[src/rtl/muldiv_pkg.sv]
// Shared constants for the iterative multiply/divide unit: default width,
// MulFunct bit positions and the FSM state encoding.
package muldiv_pkg;

  localparam int WIDTH_DEF = 32;

  localparam int MF_LONG   = 2;
  localparam int MF_SIGNED = 1;

  localparam logic [1:0] ST_IDLE = 2'd0;
  localparam logic [1:0] ST_CALC = 2'd1;
  localparam logic [1:0] ST_FIX  = 2'd2;
  localparam logic [1:0] ST_DONE = 2'd3;

  typedef enum logic [1:0] {
    IDLE = ST_IDLE,
    CALC = ST_CALC,
    FIX  = ST_FIX,
    DONE = ST_DONE
  } state_t;

endpackage

[src/rtl/muldiv_if.sv]
// Request/response bundle between the main controller (master) and the
// multiply/divide unit (slave).
interface muldiv_if
  import muldiv_pkg::*;
#(
  parameter int WIDTH = WIDTH_DEF
);

  logic             start;
  logic             IsDiv;
  logic [2:0]       MulFunct;
  logic [WIDTH-1:0] SrcA;
  logic [WIDTH-1:0] SrcB;
  logic             busy;
  logic             done;
  logic [WIDTH-1:0] ResultLo;
  logic [WIDTH-1:0] ResultHi;
  logic             DivZero;

  modport master (
    output start, IsDiv, MulFunct, SrcA, SrcB,
    input  busy, done, ResultLo, ResultHi, DivZero
  );

  modport slave (
    input  start, IsDiv, MulFunct, SrcA, SrcB,
    output busy, done, ResultLo, ResultHi, DivZero
  );

endinterface

[src/rtl/muldiv_signfix.sv]
// Conditional two's-complement negate; used both to take operand magnitudes
// and to restore the sign of products, quotients and remainders.
module muldiv_signfix #(
  parameter int W = 32
) (
  input  logic         neg,
  input  logic [W-1:0] din,
  output logic [W-1:0] dout
);

  assign dout = neg ? (~din + W'(1)) : din;

endmodule

[src/rtl/muldiv_unit.sv]
// Iterative radix-2 shift-add multiplier and restoring divider (WIDTH cycles).
// Divide hardware is built only when MULDIV_DIV_EN is defined.
module muldiv_unit
  import muldiv_pkg::*;
#(
  parameter  int WIDTH = WIDTH_DEF,
  localparam int CNT_W = $clog2(WIDTH) + 1
) (
  input  logic    clk,
  input  logic    reset,
  muldiv_if.slave bus
);

  state_t           state, state_nxt;
  logic [CNT_W-1:0] cnt;
  logic [WIDTH-1:0] acc_hi, acc_lo, operand_b;
  logic             op_long, sign_a, sign_b;
  logic [WIDTH-1:0] result_lo, result_hi;
  logic             div_zero;

  logic             a_neg, b_neg, quick_done, last_iter;
  logic [WIDTH-1:0] abs_a, abs_b;
  logic [WIDTH:0]   mul_sum;
  logic [WIDTH-1:0] step_hi, step_lo;
  logic [2*WIDTH-1:0] prod_fixed;
  logic             mf_rsvd_unused;

`ifdef MULDIV_DIV_EN
  logic             op_div;
  logic [WIDTH:0]   div_shift, div_diff;
  logic             div_ge;
  logic [WIDTH-1:0] quot_fixed, rem_fixed;
`endif

  assign mf_rsvd_unused = bus.MulFunct[0];

  assign a_neg     = bus.MulFunct[MF_SIGNED] & bus.SrcA[WIDTH-1];
  assign b_neg     = bus.MulFunct[MF_SIGNED] & bus.SrcB[WIDTH-1];
  assign last_iter = (cnt == CNT_W'(WIDTH - 1));

`ifdef MULDIV_DIV_EN
  assign quick_done = bus.IsDiv && (bus.SrcB == '0);
`else
  // Without divide hardware every divide request completes immediately.
  assign quick_done = bus.IsDiv;
`endif

  muldiv_signfix #(.W(WIDTH)) u_abs_a (.neg(a_neg), .din(bus.SrcA), .dout(abs_a));
  muldiv_signfix #(.W(WIDTH)) u_abs_b (.neg(b_neg), .din(bus.SrcB), .dout(abs_b));

  muldiv_signfix #(.W(2*WIDTH)) u_fix_prod (
    .neg (sign_a ^ sign_b),
    .din ({acc_hi, acc_lo}),
    .dout(prod_fixed)
  );

`ifdef MULDIV_DIV_EN
  muldiv_signfix #(.W(WIDTH)) u_fix_quot (
    .neg(sign_a ^ sign_b), .din(acc_lo), .dout(quot_fixed)
  );
  // Truncating division: the remainder follows the dividend's sign.
  muldiv_signfix #(.W(WIDTH)) u_fix_rem (
    .neg(sign_a), .din(acc_hi), .dout(rem_fixed)
  );
`endif

  // One iteration. Multiply: {acc_hi,acc_lo} holds partial product and the
  // remaining multiplier bits. Divide: acc_hi is the partial remainder and
  // acc_lo shifts dividend bits out while quotient bits shift in.
  always_comb begin
    mul_sum = {1'b0, acc_hi} + (acc_lo[0] ? {1'b0, operand_b} : '0);
    step_hi = mul_sum[WIDTH:1];
    step_lo = {mul_sum[0], acc_lo[WIDTH-1:1]};
`ifdef MULDIV_DIV_EN
    div_shift = {acc_hi, acc_lo[WIDTH-1]};
    div_ge    = (div_shift >= {1'b0, operand_b});
    div_diff  = div_shift - {1'b0, operand_b};
    if (op_div) begin
      step_hi = div_ge ? div_diff[WIDTH-1:0] : div_shift[WIDTH-1:0];
      step_lo = {acc_lo[WIDTH-2:0], div_ge};
    end
`endif
  end

  always_ff @(posedge clk or posedge reset) begin
    // NOTE: clocked state uses non-blocking assignments so every register
    // samples pre-edge values regardless of statement order.
    if (reset) state <= IDLE;
    else       state <= state_nxt;
  end

  always_comb begin
    // NOTE: defaults first so every path assigns every output; no latches.
    state_nxt = state;
    bus.busy  = (state != IDLE);
    bus.done  = (state == DONE);
    case (state)
      IDLE:    if (bus.start) state_nxt = quick_done ? DONE : CALC;
      CALC:    if (last_iter) state_nxt = FIX;
      FIX:     state_nxt = DONE;
      DONE:    state_nxt = IDLE;
      default: state_nxt = IDLE;
    endcase
  end

  always_ff @(posedge clk or posedge reset) begin
    if (reset) begin
      cnt       <= '0;
      acc_hi    <= '0;
      acc_lo    <= '0;
      operand_b <= '0;
      op_long   <= 1'b0;
      sign_a    <= 1'b0;
      sign_b    <= 1'b0;
      result_lo <= '0;
      result_hi <= '0;
      div_zero  <= 1'b0;
`ifdef MULDIV_DIV_EN
      op_div    <= 1'b0;
`endif
    end else begin
      case (state)
        IDLE: if (bus.start) begin
          div_zero <= 1'b0;
          op_long  <= bus.MulFunct[MF_LONG];
          sign_a   <= a_neg;
          sign_b   <= b_neg;
          cnt      <= '0;
          acc_hi   <= '0;
`ifdef MULDIV_DIV_EN
          op_div    <= bus.IsDiv;
          acc_lo    <= bus.IsDiv ? abs_a : abs_b;
          operand_b <= bus.IsDiv ? abs_b : abs_a;
          if (quick_done) begin
            result_lo <= '0;
            result_hi <= bus.SrcA;
            div_zero  <= 1'b1;
          end
`else
          acc_lo    <= abs_b;
          operand_b <= abs_a;
          if (quick_done) begin
            result_lo <= '0;
            result_hi <= '0;
          end
`endif
        end
        CALC: begin
          cnt    <= cnt + CNT_W'(1);
          acc_hi <= step_hi;
          acc_lo <= step_lo;
        end
        FIX: begin
`ifdef MULDIV_DIV_EN
          if (op_div) begin
            result_lo <= quot_fixed;
            result_hi <= rem_fixed;
          end else
`endif
          begin
            result_lo <= prod_fixed[WIDTH-1:0];
            result_hi <= op_long ? prod_fixed[2*WIDTH-1:WIDTH] : '0;
          end
        end
        default: ;
      endcase
    end
  end

  assign bus.ResultLo = result_lo;
  assign bus.ResultHi = result_hi;
  assign bus.DivZero  = div_zero;

endmodule
[src/flat_wrapper.sv]
// flat-port wrapper written by rule: the top's interface ports become plain ports
module muldiv_unit_flat import muldiv_pkg::*;
#(
  parameter  int WIDTH = WIDTH_DEF,
  localparam int CNT_W = $clog2(WIDTH) + 1
)
  (clk, reset, bus_start, bus_IsDiv, bus_MulFunct, bus_SrcA, bus_SrcB, bus_busy, bus_done, bus_ResultLo, bus_ResultHi, bus_DivZero);
  muldiv_if #(.WIDTH(WIDTH)) bus_i ();
  input  logic clk;
  input  logic reset;
  input wire logic [$bits(bus_i.start)-1:0] bus_start;
  input wire logic [$bits(bus_i.IsDiv)-1:0] bus_IsDiv;
  input wire logic [$bits(bus_i.MulFunct)-1:0] bus_MulFunct;
  input wire logic [$bits(bus_i.SrcA)-1:0] bus_SrcA;
  input wire logic [$bits(bus_i.SrcB)-1:0] bus_SrcB;
  output wire logic [$bits(bus_i.busy)-1:0] bus_busy;
  output wire logic [$bits(bus_i.done)-1:0] bus_done;
  output wire logic [$bits(bus_i.ResultLo)-1:0] bus_ResultLo;
  output wire logic [$bits(bus_i.ResultHi)-1:0] bus_ResultHi;
  output wire logic [$bits(bus_i.DivZero)-1:0] bus_DivZero;
  assign bus_i.start = bus_start;
  assign bus_i.IsDiv = bus_IsDiv;
  assign bus_i.MulFunct = bus_MulFunct;
  assign bus_i.SrcA = bus_SrcA;
  assign bus_i.SrcB = bus_SrcB;
  assign bus_busy = bus_i.busy;
  assign bus_done = bus_i.done;
  assign bus_ResultLo = bus_i.ResultLo;
  assign bus_ResultHi = bus_i.ResultHi;
  assign bus_DivZero = bus_i.DivZero;
  muldiv_unit #(.WIDTH(WIDTH)) u_core (.clk(clk), .reset(reset), .bus(bus_i));
endmodule
[config.mk]
export PLATFORM = sky130hd
export DESIGN_NAME = muldiv_unit_flat
export DESIGN_NICKNAME = d
export VERILOG_FILES = /design/src/rtl/muldiv_pkg.sv /design/src/rtl/muldiv_if.sv /design/src/rtl/muldiv_signfix.sv /design/src/rtl/muldiv_unit.sv /design/src/flat_wrapper.sv
export SDC_FILE = /design/constraint.sdc
export NUM_CORES = 1
export LEC_CHECK = 0
export ABC_AREA = 1
export CORE_MARGIN = 1.5
export CORE_UTILIZATION = 60
export DETAILED_ROUTE_END_ITERATION = 8
export GPL_ROUTABILITY_DRIVEN = 0
export PLACE_DENSITY = 0.84
export SYNTH_ARGS = -nofsm -noshare
export SYNTH_HDL_FRONTEND = slang
export SYNTH_SLANG_ARGS = --single-unit
export TNS_END_PERCENT = 30
[constraint.sdc]
create_clock -name clk -period 8.12 [get_ports clk]
set_input_delay 0.812 -clock clk [delete_from_list [all_inputs] [get_ports clk]]
set_output_delay 0.812 -clock clk [all_outputs]
set_load 0.005 [all_outputs]
==> reports/metrics.json <==
{
  "outcome": {"value": "finished, violations left"},
  "failed_checks": {"value": "design-rule violations"},
  "vdd_drop_max": {"value": 0.000242, "unit": "V"},
  "portBuffers": {"value": 135},
  "seqCellArea": {"value": 0.00428, "unit": "mm2"},
  "timing.clock.skew": {"value": 0.0151, "unit": "ns"},
  "grt_pass1_vias": {"value": 13152},
  "io_pins": {"value": 138},
  "diodes": {"value": 0},
  "yosysMostFrequentCell": {"value": "nand2_1"},
  "regToRegSetupSlack": {"value": 5.05, "unit": "ns"},
  "number_of_core_rows": {"value": 54},
  "h_tree_level_count": {"value": 4},
  "grt_start_max_net_pins": {"value": 76},
  "rr_endpoint": {"value": "u_core.acc_hi[12]$_DFFE_PP0P_"},
  "critical_path.startpoint_type": {"value": "primary input"},
  "max-slew-margin-rel": {"value": 22.5, "unit": "%"},
  "max_stage_delay": {"value": 0.71, "unit": "ns"},
  "unrepaired_setup_endpoints_after_global_routing": {"value": "no"},
  "initialDrtViolationCount": {"value": 1648},
  "endpoint_kind": {"value": "flip-flop"},
  "post_synth.cell_area_avg": {"value": 6.25, "unit": "um2"},
  "drv_slew": {"value": 0},
  "initial_utilization": {"value": 61.4, "unit": "%"},
  "syn-instance-count": {"value": 2150},
  "synth-warning-count": {"value": 0},
  "fmax": {"value": 319, "unit": "MHz"},
  "dr_wl_met3": {"value": 4.33, "unit": "mm"},
  "routed_wire_length_per_instance": {"value": 15.5, "unit": "um"},
  "drc_errors": {"value": 1},
  "n_fill_cell": {"value": 1900},
  "cap_viol_max_count": {"value": 0},
  "vias": {"value": 14577},
  "setup_tns": {"value": 0, "unit": "ns"},
  "numCtsBuffers": {"value": 17},
  "drt-total-wl": {"value": 39.5, "unit": "mm"},
  "hold-worst-slack": {"value": 0.482, "unit": "ns"},
  "fp.dieArea": {"value": 0.0233, "unit": "mm2"},
  "cts_repair_resize_count": {"value": 0},
  "worstReg2RegStart": {"value": "u_core.acc_lo[0]$_DFFE_PP0P_"},
  "ys_types": {"value": 51},
  "synth_top_area_share": {"value": 31.8, "unit": "%"},
  "areaGrowthSynthToFinish": {"value": 15.6, "unit": "%"},
  "dieHeight": {"value": 153, "unit": "um"},
  "ys_top_cells_by_count": {"value": "nand2_1 (751), inv_1 (283), nand3_1 (200)"},
  "grt_pass1_wl": {"value": 64.8, "unit": "mm"},
  "grt_antenna_before_repair": {"value": 0},
  "fp.dieW": {"value": 153, "unit": "um"},
  "drtPass1Iterations": {"value": 9},
  "worst-r2r-cell-count": {"value": 12},
  "synth_enable_flop_cells": {"value": 0},
  "synth.net_count": {"value": 2262},
  "coreArea": {"value": 0.0219, "unit": "mm2"},
  "period_share": {"value": 38.6, "unit": "%"},
  "insertion_delay": {"value": 0.45, "unit": "ns"},
  "groute.usage.overall": {"value": 34.1, "unit": "%"},
  "crit_type": {"value": "in2reg"},
  "overflow": {"value": 0},
  "worstSetupStartpoint": {"value": "bus_MulFunct[1]"},
  "power-per-cell-area": {"value": 345, "unit": "mW/mm2"},
  "cts.clk_slew.worst_paths": {"value": 0.07, "unit": "ns"},
  "top_layer": {"value": "met4"},
  "synth-seq-area-share": {"value": 31.8, "unit": "%"},
  "power.static_leakage": {"value": 0.00826, "unit": "uW"},
  "post_drt_antenna_nets": {"value": 0},
  "cp_cell_instances": {"value": "clkdlybuf4s50_1, nand2_1, clkinv_1, o21ai_0, nand3b_1, nand2_1, nand2_1, nand2_1, o21ai_0"},
  "asyncSetResetFlopFracSynth": {"value": 100, "unit": "%"},
  "netlist_area": {"value": 0.0134, "unit": "mm2"},
  "cts.path.max_buffers": {"value": 2},
  "post-dp-hpwl": {"value": 29.9, "unit": "mm"},
  "synth_top_cells_by_area": {"value": "dfrtp_1 (32%), nand2_1 (21%), inv_1 (7.9%)"},
  "cts.root.buffer_cell": {"value": "clkbuf_16"},
  "post_cts_buffers": {"value": 0},
  "worstHoldPathType": {"value": "reg2reg"},
  "setup_viol": {"value": 0},
  "clkSinkCount": {"value": 171},
  "multiInputGateArea": {"value": 0.00778, "unit": "mm2"},
  "viasPerCell": {"value": 5.73},
  "cpMaxStageDelayCell": {"value": "clkinv_1"},
  "cp_data_required_time": {"value": 8.41, "unit": "ns"},
  "nets": {"value": 2364},
  "max_slew.worst_pin.slew": {"value": 1.16, "unit": "ns"},
  "synth_seq_cells": {"value": 171},
  "cp.arrival": {"value": 3.42, "unit": "ns"},
  "drive_above_1_share": {"value": 5.34, "unit": "%"},
  "cp_max_fo": {"value": 27},
  "final_critical_path_time_including_i_o_delays_and_setup": {"value": 3.13, "unit": "ns"},
  "cts_tree": {"value": "built"},
  "dr_wl_met2": {"value": 16.9, "unit": "mm"},
  "netlist.top_cell.by_area": {"value": "dfrtp_1"},
  "post_cts_hold_buffer_count": {"value": 0},
  "postSynth.topFlopCell": {"value": "dfrtp_1"},
  "report.final.hold_viol_count": {"value": 0},
  "crit_path_frequent_cell": {"value": "nand2_1"},
  "critical_path.endpoint": {"value": "u_core.acc_lo[22]$_DFFE_PP0P_"},
  "met1Wirelength": {"value": 16.8, "unit": "mm"}
}
## how the worst min path moves through the flow
stage / startpoint / to / slack, ns / cells after the start
floorplan: u_core.acc_lo[29]$_DFFE_PP0P_ / u_core.acc_lo[29]$_DFFE_PP0P_ / 0.45 / 2
global placement: u_core.bus.ResultLo[16]$_DFFE_PP0P_ / u_core.bus.ResultLo[16]$_DFFE_PP0P_ / 0.46 / 2
detailed placement: u_core.bus.ResultLo[28]$_DFFE_PP0P_ / u_core.bus.ResultLo[28]$_DFFE_PP0P_ / 0.47 / 2
CTS: u_core.operand_b[26]$_DFFE_PP0P_ / u_core.operand_b[26]$_DFFE_PP0P_ / 0.49 / 2
global route: u_core.operand_b[26]$_DFFE_PP0P_ / u_core.operand_b[26]$_DFFE_PP0P_ / 0.50 / 2
finish: u_core.operand_b[18]$_DFFE_PP0P_ / u_core.operand_b[18]$_DFFE_PP0P_ / 0.48 / 2
## flip-flops by register name (all words and copies together), names as in the netlist
signal               flops
u_core.bus.ResultLo     32
u_core.operand_b        32
u_core.acc_hi           32
u_core.cnt               6
u_core.state             2
u_core.acc_lo           32
u_core.op_long           1
u_core.bus.ResultHi     32
u_core.sign_a            1
u_core.sign_b            1
## report_power, final
| group | internal (uW) | switching, uW |
|---|---|---|
| combinational | 1060 | 1910 |
| clock | 423 | 422 |
| sequential | 1200 | 355 |
| total | 2680 | 2690 |
## cell type report
type	count	area share [%]
sequential	171	27.5
timing repair buffer	142	9.03
inverter	295	7.16
multi-input combinational	1625	50.0
tap	280	2.25
clock inverter	15	1.23
clock buffer	17	2.74
## critical path, delay by kind of cell
family | cells | cell delay [ns]
AND/OR/NAND/NOR | 5 | 0.83
buffers and inverters | 2 | 1.22
AO/OA/AOI/OAI | 2 | 0.54
## cells in the final DEF, fill, tap and decap left out, types with 4 or more instances in the layout
| cell type | netlist | layout |
|---|---|---|
| nand2_1 | 751 | 751 |
| inv_1 | 283 | 282 |
| nand3_1 | 200 | 200 |
| nor2_1 | 196 | 196 |
| dfrtp_1 | 171 | 171 |
| clkdlybuf4s50_1 | 0 | 135 |
| o21ai_0 | 128 | 128 |
| a21oi_1 | 97 | 97 |
| ha_1 | 40 | 40 |
| nand4_1 | 27 | 27 |
| o21ai_1 | 25 | 25 |
| xor2_1 | 23 | 23 |
| nor2_2 | 18 | 18 |
| clkbuf_16 | 0 | 17 |
| nand2_2 | 12 | 12 |
| nand3b_1 | 11 | 11 |
| nor3_1 | 10 | 10 |
| nor2_4 | 9 | 9 |
| inv_2 | 9 | 9 |
| or2_2 | 8 | 8 |
| o211ai_1 | 8 | 8 |
| nand3_2 | 8 | 8 |
| nand2_4 | 7 | 7 |
| buf_4 | 4 | 7 |
| o22ai_1 | 6 | 6 |
| inv_6 | 0 | 5 |
| clkinv_8 | 0 | 5 |
| and2_1 | 4 | 4 |
| o21bai_1 | 4 | 4 |
| a22oi_1 | 4 | 4 |
## through the flow
step	instance area (um2)	util, %	total power (uW)	setup slack [ns]	instances
2_1_floorplan	13400	-	3520	2.68	2150
3_3_place_gp	14900	68.2	4340	4.69	2513
3_5_place_dp	14900	68.2	4440	4.67	2513
4_1_cts	15500	71.0	5310	5.11	2545
5_1_grt	15500	71.0	5800	4.78	2545
6_report	15500	71.0	5370	4.99	2545
## per-layer routing
metal / global-route usage, % / vias up
li1: - / 7035
met5: 0 / -
met2: 51.4 / 841
met3: 5.63 / 135
met4: 13.2 / 0
met1: 49.1 / 6566
## logic make-up after synthesis
group	synth area share (%)
simple gates	40.8
buf+inv	10.4
compound gates	11.5
flops	31.8
fa+ha+maj	3.87
xor+xnor	1.56
other cells	0.0279
Power figures use the tool's default switching activity.
